===== src/rtl/ori_video_timing.sv =====
// Raster timing generator: pixel/line counters with registered sync, blank and strobe outputs.
// Every decoded output is computed from the next counter value, so it lines up with the counters.
module ori_video_timing #(
    parameter int HW        = 10,
    parameter int VW        = 9,
    parameter int H_ACTIVE  = 384,
    parameter int H_FP      = 87,
    parameter int H_SYNC    = 32,
    parameter int H_BP      = 137,
    parameter int V_ACTIVE  = 256,
    parameter int V_FP      = 28,
    parameter int V_SYNC    = 4,
    parameter int V_BP      = 24,
    parameter bit SYNC_POL  = 1'b0,
    parameter int BLANK_DLY = 1
) (
    input  logic          clk_i,
    input  logic          por_i,
    input  logic          cke_i,
    input  logic          run_i,
    output logic [HW-1:0] h_cnt_o,
    output logic [VW-1:0] v_cnt_o,
    output logic          hsync_o,
    output logic          vsync_o,
    output logic          hblank_o,
    output logic          vblank_o,
    output logic          blank_o,
    output logic          de_o,
    output logic          line_start_o,
    output logic          frame_start_o,
    output logic [7:0]    frame_cnt_o
);

    localparam int H_TOT = H_ACTIVE + H_FP + H_SYNC + H_BP;
    localparam int V_TOT = V_ACTIVE + V_FP + V_SYNC + V_BP;

    localparam logic [HW-1:0] H_LAST   = HW'(H_TOT - 1);
    localparam logic [HW-1:0] HB_FIRST = HW'(H_ACTIVE);
    localparam logic [HW-1:0] HS_FIRST = HW'(H_ACTIVE + H_FP);
    localparam logic [HW-1:0] HS_LAST  = HW'(H_ACTIVE + H_FP + H_SYNC - 1);
    localparam logic [VW-1:0] V_LAST   = VW'(V_TOT - 1);
    localparam logic [VW-1:0] VB_FIRST = VW'(V_ACTIVE);
    localparam logic [VW-1:0] VS_FIRST = VW'(V_ACTIVE + V_FP);
    localparam logic [VW-1:0] VS_LAST  = VW'(V_ACTIVE + V_FP + V_SYNC - 1);
    localparam logic          SYNC_ON  = SYNC_POL;
    localparam logic          SYNC_OFF = ~SYNC_POL;

    generate
        if (H_ACTIVE < 1 || H_FP < 1 || H_SYNC < 1 || H_BP < 1 ||
            V_ACTIVE < 1 || V_FP < 1 || V_SYNC < 1 || V_BP < 1) begin : g_err_porch
            $error("ori_video_timing: every active/porch/sync length must be at least 1");
        end
        if (H_TOT > (1 << HW) || V_TOT > (1 << VW)) begin : g_err_width
            $error("ori_video_timing: counter width too small for the line/frame total");
        end
        if (BLANK_DLY < 0 || BLANK_DLY > 3) begin : g_err_dly
            $error("ori_video_timing: BLANK_DLY must be in 0..3");
        end
    endgenerate

    logic [HW-1:0]      r_h_cnt;
    logic [VW-1:0]      r_v_cnt;
    logic               r_hsync;
    logic               r_vsync;
    logic               r_hblank;
    logic               r_vblank;
    logic               r_line_start;
    logic               r_frame_start;
    logic [7:0]         r_frame_cnt;
    logic [BLANK_DLY:0] r_blank_sr;

    logic [HW-1:0]      w_h_nxt;
    logic [VW-1:0]      w_v_nxt;
    logic               w_h_wrap;
    logic               w_v_wrap;
    logic               w_hs_act;
    logic               w_vs_act;
    logic               w_hb_nxt;
    logic               w_vb_nxt;
    logic [BLANK_DLY:0] w_blank_sr_nxt;

    // Next counter values and their decodes.
    always_comb begin
        w_h_wrap = (r_h_cnt == H_LAST);
        w_v_wrap = (r_v_cnt == V_LAST);
        w_h_nxt  = r_h_cnt;
        w_v_nxt  = r_v_cnt;
        if (w_h_wrap) begin
            w_h_nxt = '0;
            if (w_v_wrap) begin
                w_v_nxt = '0;
            end else begin
                w_v_nxt = r_v_cnt + VW'(1);
            end
        end else begin
            w_h_nxt = r_h_cnt + HW'(1);
        end
        w_hs_act = (w_h_nxt >= HS_FIRST) && (w_h_nxt <= HS_LAST);
        w_vs_act = (w_v_nxt >= VS_FIRST) && (w_v_nxt <= VS_LAST);
        w_hb_nxt = (w_h_nxt >= HB_FIRST);
        w_vb_nxt = (w_v_nxt >= VB_FIRST);
    end

    // Stage 0 carries the undelayed blank; higher stages add one cke tick each.
    generate
        if (BLANK_DLY == 0) begin : g_sr0
            assign w_blank_sr_nxt = w_hb_nxt | w_vb_nxt;
        end else begin : g_srn
            assign w_blank_sr_nxt = {r_blank_sr[BLANK_DLY-1:0], w_hb_nxt | w_vb_nxt};
        end
    endgenerate

    // Timing state: parking at (0,0) looks like reset except that the frame count is kept.
    always_ff @(posedge clk_i or posedge por_i) begin
        if (por_i) begin
            r_h_cnt       <= '0;
            r_v_cnt       <= '0;
            r_hsync       <= SYNC_OFF;
            r_vsync       <= SYNC_OFF;
            r_hblank      <= 1'b0;
            r_vblank      <= 1'b0;
            r_blank_sr    <= '1;
            r_line_start  <= 1'b0;
            r_frame_start <= 1'b0;
            r_frame_cnt   <= 8'd0;
        end else begin
            r_line_start  <= 1'b0;
            r_frame_start <= 1'b0;
            if (cke_i) begin
                if (!run_i) begin
                    r_h_cnt    <= '0;
                    r_v_cnt    <= '0;
                    r_hsync    <= SYNC_OFF;
                    r_vsync    <= SYNC_OFF;
                    r_hblank   <= 1'b0;
                    r_vblank   <= 1'b0;
                    r_blank_sr <= '1;
                end else begin
                    r_h_cnt       <= w_h_nxt;
                    r_v_cnt       <= w_v_nxt;
                    r_hsync       <= w_hs_act ? SYNC_ON : SYNC_OFF;
                    r_vsync       <= w_vs_act ? SYNC_ON : SYNC_OFF;
                    r_hblank      <= w_hb_nxt;
                    r_vblank      <= w_vb_nxt;
                    r_blank_sr    <= w_blank_sr_nxt;
                    r_line_start  <= w_h_wrap;
                    r_frame_start <= w_h_wrap & w_v_wrap;
                    if (w_h_wrap && w_v_wrap) begin
                        r_frame_cnt <= r_frame_cnt + 8'd1;
                    end
                end
            end
        end
    end

    assign h_cnt_o       = r_h_cnt;
    assign v_cnt_o       = r_v_cnt;
    assign hsync_o       = r_hsync;
    assign vsync_o       = r_vsync;
    assign hblank_o      = r_hblank;
    assign vblank_o      = r_vblank;
    assign blank_o       = r_blank_sr[BLANK_DLY];
    assign de_o          = ~r_blank_sr[BLANK_DLY];
    assign line_start_o  = r_line_start;
    assign frame_start_o = r_frame_start;
    assign frame_cnt_o   = r_frame_cnt;

endmodule


===== config.mk =====
export PLATFORM = sky130hd
export DESIGN_NAME = ori_video_timing
export DESIGN_NICKNAME = d
export VERILOG_FILES = /design/src/rtl/ori_video_timing.sv
export SDC_FILE = /design/constraint.sdc
export NUM_CORES = 1
export LEC_CHECK = 0
export ABC_AREA = 1
export CAP_MARGIN = 15
export CORE_MARGIN = 4
export CORE_UTILIZATION = 47
export DETAILED_ROUTE_END_ITERATION = 6
export PLACE_DENSITY = 0.76
export SETUP_SLACK_MARGIN = 0.15
export SLEW_MARGIN = 20
export SYNTH_ARGS = -nofsm -noshare
export SYNTH_HDL_FRONTEND = slang
export SYNTH_SLANG_ARGS = --single-unit

===== constraint.sdc =====
create_clock -name clk_i -period 1.6 [get_ports clk_i]
set_input_delay 0.24 -clock clk_i [delete_from_list [all_inputs] [get_ports clk_i]]
set_output_delay 0.24 -clock clk_i [all_outputs]
set_load 0.01 [all_outputs]

; Word level (Yosys, flattened, before mapping)
; Index checks and enable logic that the tools add are counted.
[op_classes]
div = 0
add_sub_neg = 3
n_reduce_logical = 4
magnitude_cmp = 6
n_eq_ne = 2
n_shift = 0
n_mux = 16
mul = 0
bitwise_logic = 3
[op_table]
columns = cell, n
row1 = $mux W9, 3
row2 = $ge A10 B9 Y1 const B, 2
row3 = $mux W10, 2
row4 = $ge A9 B9 Y1 const B, 2
row5 = $add A10 B1 Y10 const B, 1
row6 = $eq A10 B10 Y1 const B, 1
row7 = $le A10 B9 Y1 const B, 1
row8 = $mux W1, 10
row9 = $add A9 B1 Y9 const B, 1
row10 = $eq A9 B9 Y1 const B, 1
row11 = $le A9 B9 Y1 const B, 1
row12 = $add A8 B1 Y8 const B, 1
row13 = $logic_and A1 B1 Y1, 3
row14 = $reduce_and A3 Y1, 1
row15 = $mux W2, 1
row16 = $and A1 B1 Y1, 1
row17 = $not A1 Y1, 1
row18 = $or A1 B1 Y1, 1
[word_totals]
ram_bits = 0
latchBits = 0
n_memories = 0
output_inout_bits = 35
rom_bits = 0
inputBits = 4
regBits = 35

; Depth between registers and ports, before layout
[depth]
ltp_word = 7
depth_mapped = 12

; Worst setup path after synthesis
; OpenSTA, ideal clock, no wires.
[synth_path]
path_kind = reg-to-reg
start = reg r_h_cnt[0] (netlist: h_cnt_o[0])
end = reg r_frame_cnt[6] (netlist: frame_cnt_o[6])
setup_time_ns = 0.117
setup_slack_ns = -0.123
stages_incl_launch_ff = 11
arrival_ns = 1.606
n_path_buf = 0
path_cell_list = dfrtp_1 -> ha_1 -> nand3_2 -> inv_1 -> nand3_4 -> nor3_2 -> nand2_1 -> nor2_2 -> nand3_1 -> nand2_1 -> nand2_1
[synth_between]
elab_chain_cells = 3
[synth_rtl]
columns = item, line
row1 = "start, declared", 61  ; logic [HW-1:0] r_h_cnt;
row2 = "start signal, assigned", 139  ; r_h_cnt <= w_h_nxt;
row3 = $eq A10 B10 Y1, 84  ; w_h_wrap = (r_h_cnt == H_LAST);
row4 = $logic_and A1 B1 Y1, 148  ; if (w_h_wrap && w_v_wrap) begin
row5 = $reduce_and A3 Y1 (no line), n/a
row6 = "end signal, assigned", 149  ; r_frame_cnt <= r_frame_cnt + 8'd1;
row7 = "end, declared", 69  ; logic [7:0] r_frame_cnt;
; Every way passes these cells.
; A chain may end at the register's enable or synchronous reset.

; Worst setup path in the final report
[layout_path]
start = reg r_v_cnt[1] (netlist: v_cnt_o[1])
end = reg r_vsync (netlist: vsync_o)
[layout_between]
elab_chain_cells = 7
elab_cells_between_ends = 9
cone_classes = add/sub: 1 / order compare: 2 / eq/ne: 1 / mux: 4 / reduce/logical: 1
[layout_rtl]
columns = item, line
row1 = "start, declared", 62  ; logic [VW-1:0] r_v_cnt;
row2 = "start signal, assigned", 140  ; r_v_cnt <= w_v_nxt;
row3 = $add A9 B1 Y9 / $eq A9 B9 Y1 (equally long branches), "93, 85"
row4 = $mux W9, 90  ; if (w_v_wrap) begin
row5 = $mux W9 *, 88  ; if (w_h_wrap) begin
row6 = $ge A9 B9 Y1 / $le A9 B9 Y1 (equally long branches), 99  ; w_vs_act = (w_v_nxt >= VS_FIRST) && (w_v_nxt <= VS_LAST);
row7 = $logic_and A1 B1 Y1 *, 99
row8 = $mux W1 *, 142  ; r_vsync <= w_vs_act ? SYNC_ON : SYNC_OFF;
row9 = $mux W1 *, 130  ; if (!run_i) begin
row10 = "end signal, assigned", 142
row11 = "end, declared", 64  ; logic r_vsync;
; Every way passes the cells marked *; elsewhere a longest branch is shown, timed or not.

==> results.json <==
{
  "rrSetupSlack_ps": -250,
  "reg2reg_to": "vsync_o",
  "dieHeight_um": 74.4,
  "rr_worst_depth": 12,
  "fin_area_mm2": 0.00340,
  "yosysMostFrequentCell": "nand2_1",
  "synth_common_cells": "nand2_1 (78), inv_1 (37), nor2_1 (35)",
  "cts_hold_buf": 0,
  "drc": 0,
  "preCtsSetupSlack_ps": -165,
  "start_kind": "flop",
  "synth_area_mm2": 0.00207,
  "power_mw": 1.79,
  "grtUsageTotal": 0.261,
  "rsz0062_at_grt": "yes",
  "cap_violations": 0,
  "synth_area_leaders": "dfrtp_1 (37%), nand2_1 (14%), inv_1 (6.7%)",
  "critPathRequiredTime_ps": 1830,
  "p_per_area_mw_per_mm2": 527,
  "grt_pass1_wl_um": 11100,
  "drt_wl_total_um": 8020,
  "die-area_mm2": 0.00553,
  "tightest_slew_ps": 321,
  "worstSetupPathType": "flop to flop",
  "worst_setup_path_end_kind": "flop",
  "clock_sinks": 35,
  "viasPerCell": 5.96,
  "cts_tree": "done",
  "dpl.hpwl_um": 4450,
  "arrival_ps": 2080,
  "cts_root_buf": "clkbuf_8",
  "num_vias": 2591,
  "p_leak_nw": 1.74,
  "ys_types": 34,
  "grt_pass1_vias": 2413,
  "fin_setup_tns_ps": -2200,
  "synth-edff-count": 0,
  "grt_overflow": 0,
  "status": "complete, but fails checks",
  "final_antenna_net_count": 0,
  "peakVddDrop_mv": 0.467,
  "seq_area_frac_synth": 0.425,
  "gp_congestion": 0.864,
  "final-setup-viol-count": 22,
  "io_pins": 39,
  "drtPass1Iterations": 5,
  "period_share": 1.16,
  "drv_slew": 0,
  "antenna_found_initial": 0,
  "synthFlopType": "dfrtp_1",
  "worst_slack_ps": -249,
  "clock_path_buffers": 2,
  "synth_top_cell_area_share": 0.374,
  "clock_skew_ps": 12.2,
  "fin_cells": 435,
  "dieWidth_um": 74.4,
  "core-area_mm2": 0.00414,
  "io_buffer_count": 38,
  "r2r-start": "v_cnt_o[1]",
  "ys_async_sr_fraction": 1.00,
  "yosys_warnings": 0,
  "finalCriticalPeriod_ps": 1850,
  "crit_path_end": "vsync_o",
  "initial_core_util": 0.500,
  "grt_max_degree": 36,
  "wl_per_cell_um": 18.4,
  "synth.avg_cell_area_um2": 7.51,
  "synth_nets": 285,
  "final_hold_viol_count": 0,
  "startpoint": "v_cnt_o[1]",
  "n_antenna_cell": 0,
  "layout-area-overhead-vs-synth_pct": 64.2,
  "drt_iter0_drc": 283,
  "nNetsFinal": 393,
  "clock_latency_ps": 300,
  "slew_headroom": 0.786,
  "crit_fanout": 3,
  "h-tree-depth": 2,
  "dpl_cell_area_mm2": 0.00289,
  "rows": 23,
  "cts_buffers": 5,
  "synthCells": 276,
  "cts.clk_slew.worst_paths_ps": 90,
  "violations": "setup timing",
  "synth_top_area_cell": "dfrtp_1",
  "hp-class": "input port to async pin",
  "drive_above_1_share": 0.392,
  "fmax_ghz": 0.541,
  "ys_ff_latch": 35,
  "place_inst": 409
}
-- critical path, stage by stage, from the launching register on --
cell and delay, ps:
dfrtp_1 370, ha_2 190, nand2_2 70, inv_2 70, nand4_1 260, buf_4 250
nand2_2 60, nand2_2 50, and2_4 140, nor2_1 90, nand3_1 100, nand2_1 80
inv_1 40
-- power by group --
part,switching [mW],total [mW],internal (mW)
Combinational,0.113,0.191,0.0787
Clock,0.373,0.684,0.311
Sequential,0.0158,0.917,0.902
-- repair_timing --
| action | 4_1_cts | 5_1_grt |
|---|---|---|
| setup buffers | 13 | 4 |
| cloned | 1 | 0 |
| setup endpoints to repair | 56 | 38 |
| pin swaps | 16 | 22 |
| resized for setup | 75 | 45 |
-- layer usage --
metal  part of all wire  vias to the layer above  global-route usage
met3              0.084                       60              0.0581
met2               0.48                      192               0.435
li1                   -                     1114                   -
met4              0.059                        0               0.109
met5                  0                        -                   0
met1               0.37                     1225               0.326
-- worst min-delay path by stage --
stage / startpoint / endpoint / slack, ps / cells after the start
global route: por_i / frame_cnt_o[0] / 340 / 3
detailed placement: vblank_o / vblank_o / 470 / 2
floorplan: run_i / hblank_o / 380 / 2
CTS: por_i / frame_cnt_o[7] / 300 / 3
global placement: vblank_o / vblank_o / 470 / 2
finish: por_i / v_cnt_o[0] / 290 / 3
-- sequential cells by signal, indices dropped and copies added (netlist names) --
register and cells:
hsync_o 1, h_cnt_o 10, hblank_o 1, line_start_o 1, frame_start_o 1, frame_cnt_o 8
r_blank_sr 2, vblank_o 1, vsync_o 1, v_cnt_o 9
-- kinds of logic after synthesis --
| kind of cell | share of synthesized area |
|---|---|
| buffers and inverters | 0.0797 |
| adder cells (fa/ha/maj) | 0.0302 |
| multiplexers | 0.00543 |
| XOR/XNOR | 0.0296 |
| AO/OA/AOI/OAI | 0.0851 |
| flip-flops | 0.425 |
| AND/OR/NAND/NOR | 0.345 |
-- cell usage in the layout, fill, tap and decap left out, types with 4 or more instances in the layout --
cell	Yosys	routed
a21oi_1	7	4
nand4_1	7	7
xnor2_1	4	4
nand3_1	21	10
buf_4	0	58
inv_1	37	32
nor2_4	2	9
clkdlybuf4s50_1	0	8
nor2_1	35	25
nor2_2	1	4
clkbuf_8	0	5
dfstp_2	4	4
buf_6	1	7
inv_2	0	4
o21ai_1	0	5
dlygate4sd2_1	0	26
dfrtp_1	31	30
o22ai_1	9	8
nand3_2	1	11
nand2_2	1	13
nand2_1	78	62
-- area by class of cell --
cell class              count  area [um^2]
clock buffers               5         68.8
clock inverters             3         25.0
fillers                   235          742
inverters                  38          148
multi-input cells         200         1340
flip-flops and latches     35          882
well taps                  50         62.6
repair buffers            104          877
-- stage by stage --
step	hold WS [ps]	util
floorplan	383	-
global placement	468	0.697
detailed placement	474	0.697
CTS	298	0.774
global route	337	0.821
finish	287	0.821
Power figures use the tool's default switching activity.
